`src/rtl/maindec_mc.sv`:
```
// maindec_mc: multicycle main decoder FSM for a small ARMv8 subset.
// Sequences FETCH -> DECODE -> EXEC -> (MEM) -> (WB) and emits the datapath
// controls for each step. Memory accesses wait on mem_ready.
// Optional feature macro MAINDEC_MC_EXC_EN adds exceptions: an EXC state, ERET
// decoding, fetch/memory bus timeouts after MAX_WAIT wait cycles, external
// interrupts sampled on the first FETCH cycle, and the EStatus cause register.
// Without the macro, undecodable opcodes simply retire and memory waits are
// unbounded.
// Handshake: mem_ready is the memory's acknowledge for the access the FSM is
// currently requesting (instruction fetch in FETCH, data access in MEM); a
// cycle with mem_ready=1 completes that access, and any cycle without it is a
// wait cycle.
module maindec_mc #(
  parameter int MAX_WAIT = 15
) (
  input  logic        clk,
  input  logic        reset,
  input  logic [10:0] Op,
  input  logic        mem_ready,
  input  logic        ExtIRQ,
  output logic        Reg2Loc,
  output logic [1:0]  ALUSrc,
  output logic        MemtoReg,
  output logic        RegWrite,
  output logic        MemRead,
  output logic        MemWrite,
  output logic        Branch,
  output logic        ERet,
  output logic [1:0]  ALUOp,
  output logic [3:0]  EStatus,
  output logic        IRWrite,
  output logic        PCWrite,
  output logic        Exc,
  output logic        Retire,
  output logic [2:0]  state_dbg
);

  localparam logic [10:0] OP_LDUR = 11'b111_1100_0010;
  localparam logic [10:0] OP_STUR = 11'b111_1100_0000;
  localparam logic [10:0] OP_CBZ  = 11'b101_1010_0000;
  localparam logic [10:0] OP_ADD  = 11'b100_0101_1000;
  localparam logic [10:0] OP_SUB  = 11'b110_0101_1000;
  localparam logic [10:0] OP_AND  = 11'b100_0101_0000;
  localparam logic [10:0] OP_ORR  = 11'b101_0101_0000;
  localparam logic [10:0] OP_ERET = 11'b110_1011_0100;

  typedef enum logic [2:0] {
    S_FETCH  = 3'd0,
    S_DECODE = 3'd1,
    S_EXEC   = 3'd2,
    S_MEM    = 3'd3,
`ifdef MAINDEC_MC_EXC_EN
    S_WB     = 3'd4,
    S_EXC    = 3'd5
`else
    S_WB     = 3'd4
`endif
  } state_t;

  state_t      state, next_state;
  logic [10:0] op_q;
  logic [7:0]  wait_cnt;
  logic        wait_hit;

  // raw (ungated) controls from the FSM
  logic       reg2loc_c, memtoreg_c, regwrite_c, memread_c, memwrite_c;
  logic       branch_c, irwrite_c, pcwrite_c, retire_c;
  logic [1:0] alusrc_c, aluop_c;

  logic dec_ldst, dec_rtype;
  logic op_ld, op_st, op_rtype;

`ifdef MAINDEC_MC_EXC_EN
  logic       eret_c, exc_c, estat_clr, exc_take;
  logic [3:0] exc_cause;
  logic [3:0] estatus_q;
  logic       first_fetch;
`else
  logic       unused_irq;
  assign unused_irq = ExtIRQ;
`endif

  // this wait cycle would be the MAX_WAIT-th without an acknowledge
  assign wait_hit = (({1'b0, wait_cnt} + 9'd1) == 9'(MAX_WAIT));

  // opcode classes: Op is examined in DECODE, the latched op_q afterwards
  assign dec_ldst  = (Op == OP_LDUR) || (Op == OP_STUR);
  assign dec_rtype = (Op == OP_ADD) || (Op == OP_SUB) || (Op == OP_AND) || (Op == OP_ORR);
  assign op_ld     = (op_q == OP_LDUR);
  assign op_st     = (op_q == OP_STUR);
  assign op_rtype  = (op_q == OP_ADD) || (op_q == OP_SUB) || (op_q == OP_AND) || (op_q == OP_ORR);

  assign state_dbg = state;

  // state register
  always_ff @(posedge clk or posedge reset) begin
    if (reset) state <= S_FETCH;
    else       state <= next_state;
  end

  // next-state logic and raw controls
  always_comb begin
    next_state = state;
    reg2loc_c  = 1'b0;
    alusrc_c   = 2'b00;
    memtoreg_c = 1'b0;
    regwrite_c = 1'b0;
    memread_c  = 1'b0;
    memwrite_c = 1'b0;
    branch_c   = 1'b0;
    aluop_c    = 2'b00;
    irwrite_c  = 1'b0;
    pcwrite_c  = 1'b0;
    retire_c   = 1'b0;
`ifdef MAINDEC_MC_EXC_EN
    eret_c     = 1'b0;
    exc_c      = 1'b0;
    estat_clr  = 1'b0;
    exc_take   = 1'b0;
    exc_cause  = 4'b0000;
`endif
    unique case (state)
      S_FETCH: begin
`ifdef MAINDEC_MC_EXC_EN
        if (first_fetch && ExtIRQ) begin
          next_state = S_EXC;
          exc_take   = 1'b1;
          exc_cause  = 4'b0001;
        end else
`endif
        if (mem_ready) begin
          irwrite_c  = 1'b1;
          pcwrite_c  = 1'b1;
          next_state = S_DECODE;
        end
`ifdef MAINDEC_MC_EXC_EN
        else if (wait_hit) begin
          next_state = S_EXC;
          exc_take   = 1'b1;
          exc_cause  = 4'b0100;
        end
`endif
      end
      S_DECODE: begin
`ifdef MAINDEC_MC_EXC_EN
        if (dec_ldst || dec_rtype || (Op == OP_CBZ) || (Op == OP_ERET)) begin
          next_state = S_EXEC;
        end else begin
          next_state = S_EXC;
          exc_take   = 1'b1;
          exc_cause  = 4'b0010;
        end
`else
        if (dec_ldst || dec_rtype || (Op == OP_CBZ)) begin
          next_state = S_EXEC;
        end else begin
          retire_c   = 1'b1;
          next_state = S_FETCH;
        end
`endif
      end
      S_EXEC: begin
        if (op_ld || op_st) begin
          reg2loc_c  = op_st;
          alusrc_c   = 2'b01;
          next_state = S_MEM;
        end else if (op_rtype) begin
          aluop_c    = 2'b10;
          next_state = S_WB;
        end else if (op_q == OP_CBZ) begin
          reg2loc_c  = 1'b1;
          branch_c   = 1'b1;
          aluop_c    = 2'b01;
          retire_c   = 1'b1;
          next_state = S_FETCH;
        end
`ifdef MAINDEC_MC_EXC_EN
        else if (op_q == OP_ERET) begin
          eret_c     = 1'b1;
          pcwrite_c  = 1'b1;
          retire_c   = 1'b1;
          estat_clr  = 1'b1;
          next_state = S_FETCH;
        end
`endif
        else begin
          next_state = S_FETCH;
        end
      end
      S_MEM: begin
        // ALU controls from EXEC stay up while the data access is pending
        reg2loc_c  = op_st;
        alusrc_c   = 2'b01;
        memread_c  = op_ld;
        memwrite_c = op_st;
        if (mem_ready) begin
          retire_c   = op_st;
          next_state = op_st ? S_FETCH : S_WB;
        end
`ifdef MAINDEC_MC_EXC_EN
        else if (wait_hit) begin
          next_state = S_EXC;
          exc_take   = 1'b1;
          exc_cause  = 4'b0100;
        end
`endif
      end
      S_WB: begin
        regwrite_c = 1'b1;
        memtoreg_c = op_ld;
        retire_c   = 1'b1;
        next_state = S_FETCH;
      end
`ifdef MAINDEC_MC_EXC_EN
      S_EXC: begin
        exc_c      = 1'b1;
        pcwrite_c  = 1'b1;
        next_state = S_FETCH;
      end
`endif
      default: next_state = S_FETCH;
    endcase
  end

  // outputs are forced low for as long as reset is held
  always_comb begin
    Reg2Loc  = reg2loc_c & ~reset;
    ALUSrc   = alusrc_c & {2{~reset}};
    MemtoReg = memtoreg_c & ~reset;
    RegWrite = regwrite_c & ~reset;
    MemRead  = memread_c & ~reset;
    MemWrite = memwrite_c & ~reset;
    Branch   = branch_c & ~reset;
    ALUOp    = aluop_c & {2{~reset}};
    IRWrite  = irwrite_c & ~reset;
    PCWrite  = pcwrite_c & ~reset;
    Retire   = retire_c & ~reset;
`ifdef MAINDEC_MC_EXC_EN
    ERet     = eret_c & ~reset;
    Exc      = exc_c & ~reset;
    EStatus  = estatus_q;
`else
    ERet     = 1'b0;
    Exc      = 1'b0;
    EStatus  = 4'b0000;
`endif
  end

  // wait counter: restarts on every state change, counts cycles without mem_ready
  always_ff @(posedge clk or posedge reset) begin
    if (reset)                     wait_cnt <= 8'd0;
    else if (next_state != state)  wait_cnt <= 8'd0;
    else if (!mem_ready && !wait_hit) wait_cnt <= wait_cnt + 8'd1;
  end

  // op register captured in DECODE
  always_ff @(posedge clk or posedge reset) begin
    if (reset)                  op_q <= 11'd0;
    else if (state == S_DECODE) op_q <= Op;
  end

`ifdef MAINDEC_MC_EXC_EN
  // the counter is still zero only on the first cycle spent in FETCH
  assign first_fetch = (wait_cnt == 8'd0);

  // exception cause register: loaded when an exception is taken, cleared by ERET
  always_ff @(posedge clk or posedge reset) begin
    if (reset)          estatus_q <= 4'b0000;
    else if (exc_take)  estatus_q <= exc_cause;
    else if (estat_clr) estatus_q <= 4'b0000;
  end
`endif

endmodule
```
`config.mk`:
```
export PLATFORM = sky130hd
export DESIGN_NAME = maindec_mc
export DESIGN_NICKNAME = d
export VERILOG_FILES = /design/src/rtl/maindec_mc.sv
export SDC_FILE = /design/constraint.sdc
export NUM_CORES = 1
export LEC_CHECK = 0
export BUFFER_PORTS_ARGS = -buffer_cell sky130_fd_sc_hd__buf_4
export CORE_UTILIZATION = 28
export DETAILED_ROUTE_END_ITERATION = 10
export PLACE_DENSITY_LB_ADDON = 0.08
export SLEW_MARGIN = 20
export SYNTH_ARGS = -nofsm -noshare
export SYNTH_HDL_FRONTEND = slang
export SYNTH_SLANG_ARGS = --single-unit
```
`constraint.sdc`:
```
create_clock -name clk -period 1.6 [get_ports clk]
set_input_delay 0.08 -clock clk [delete_from_list [all_inputs] [get_ports clk]]
set_output_delay 0.08 -clock clk [all_outputs]
set_load 0.05 [all_outputs]
```
==> impl_metrics.ini <==
[cts]
numClockSinks = 14
htree_num_levels = 1
cts_root_buffer = clkbuf_4
cts_tree = built
clk_pin_slew_ps = 90
clk-insertion-delay-late_ps = 270
cts_buffers = 3
clock_path_buffers = 2

[routing]
route.detailed.drc = 0
drt-total-wl_um = 2210
drtIter0Drc = 17
avgRoutedWirePerCell_um = 11.4
vias = 874
vias_per_cell = 4.53
ant_nets = 0
firstDrtPassIters = 4

[place]
numPortBuffers = 28
dp_hpwl_um = 1760
gp_congestion = 0.738

[cells_and_area]
finalNetCount = 165
areaGrowthSynthToFinish_pct = 62.8
antenna_cells = 0
drive_gt1_share_pct = 64.4

[global_routing]
grt_pass1_wl_um = 3770
grt_antenna_before_repair = 0
grt_usage_pct = 14.7
grt_overflow = 0
grt_pass1_vias = 845
grt_max_degree = 15

[timing]
finalSetupTns_ps = -4370
period_needed_ps = 2190
fin_crit_sh_pct = 137
rsz0062_at_grt = true
worst_slack_ps = -592
holdWs_ps = 41.1
drv_slew = 0
fmax_ghz = 0.456
skew_ps = 6.15
finalSetupViolCount = 11
hold_viol = 0

[synthesis]
syn_area_per_cell_sq_um = 9.67
yosysWarnings = 0
ys_types = 32
yosysMostFrequentCell = dfrtp_1
yosysTopAreaCell = dfrtp_1
synth_common_cells = dfrtp_1, nor2_1, mux2_2
synth-seq-cells = 14
yosys.area.top_type_share_pct = 37.7
synthFlopType = dfrtp_1
synth_edf_count = 0
syn_area_sq_um = 928
yosysSeqAreaShare_pct = 37.7
async_flop_share_pct = 100
ys_top_cells_by_area = dfrtp_1, mux2_2, buf_4, nor2_1, or3b_2
netlist_instances = 96

[setup_path]
arrival_ps = 2110
crit_required_ps = 1520
worstSetupPathType = flop to output pin
end_kind = output pin
cp-start-kind = flop
path_max_fanout = 3

[run_status]
status = finished with violations
violations = setup timing

[min_path]
hold_class = input port to flop

[floorplan]
die_w_um = 59.6
core_region_area_sq_mm = 0.00310
dieArea_sq_mm = 0.00355
num_io_pins = 37
start_util_pct = 29.9
fp-row-count = 20
die_height_um = 59.6

[flow_run]
cap_violations = 0

[power_and_ir_drop]
irDropWorstVdd_uv = 391
p_leak_nw = 0.649
powerDensity_mw_per_mm2 = 649
==> logic make-up after synthesis <==
logic type,count (synthesis),share of synthesized area [%]
buf+inv,14,10.1
mux,12,14.4
flops,14,37.7
simple gates,43,28.6
compound gates,12,8.76
other cells,1,0.404
==> per-stage QoR <==
stage | power [mW] | util (%) | cell area (sq um) | worst slack [ps] | std cells
after global routing | 1.05 | 48.7 | 1510 | -677 | 193
after floorplan | 0.605 | - | 1000 | -632 | 102
after global placement | 0.719 | 44.2 | 1370 | -398 | 186
final | 0.981 | 48.7 | 1510 | -592 | 193
after detailed placement | 0.721 | 44.2 | 1370 | -420 | 186
after CTS | 0.987 | 46.8 | 1450 | -591 | 192
==> per-layer routing <==
metal | up-vias | routed length (um) | GRT usage [%] | share of wire [%]
met5 | - | 0 | 0 | 0
met4 | 0 | 31 | 6.98 | 1.4
met3 | 2 | 92 | 2.62 | 4.2
met2 | 27 | 1060 | 23.8 | 48
met1 | 402 | 1030 | 18.9 | 47
li1 | 443 | - | - | -
==> sequential cells by signal, indices dropped and copies added, names as in the netlist <==
name       count
op_q          11
state_dbg      3
==> worst paths after layout <==
path,cells after the start,start,to,slack [ps]
max,5,state_dbg[2],Retire,-590
min in group asynchronous,4,reset,state_dbg[1],480
max in group asynchronous,4,reset,state_dbg[2],950
min reg2reg,1,op_q[0],op_q[0],520
min,2,Op[0],op_q[0],40
max reg2reg,6,op_q[0],state_dbg[2],-130
==> cells in the final DEF, fill, tap and decap left out, drive strengths merged, types with 2 or more instances in the layout <==
cell type and count:
a211oi 2, a21oi 3, a31oi 2, buf 54
clkbuf 4, conb 7, dfrtp 14, inv 2
mux2 11, nand2 6, nand3b 3, nor2 12
nor3 4, nor4bb 2, o21ai 2, or3 3
or3b 4, or4b 2
==> layout make-up <==
class | count | area [sq um]
Tap cell | 44 | 55.1
Fill cell | 314 | 1590
Multi-Input combinational cell | 74 | 586
Timing Repair Buffer | 55 | 473
Clock buffer | 4 | 36.3
Sequential cell | 14 | 354
Inverter | 2 | 7.51
==> critical path: stages, from the launching register on <==
cell      delay (ps)
dfrtp_2          410
or4b_4           560
or4_4            480
o211ai_2         100
a22o_4           160
buf_8            130
==> what timing repair did <==
action,4_1_cts,5_1_grt
hold endpoints to repair,14,0
pin swaps,6,3
setup buffers,1,1
endpoints found under the setup margin,12,14
gates resized for setup,8,13
hold buffers,1,0
==> power by group <==
group          leakage (nW)  internal (mW)  switching, mW
registers             0.164          0.394         0.0202
clock network        0.0210          0.138          0.109
logic                 0.464          0.160          0.159
No activity file was read; power rests on OpenSTA's default activity.
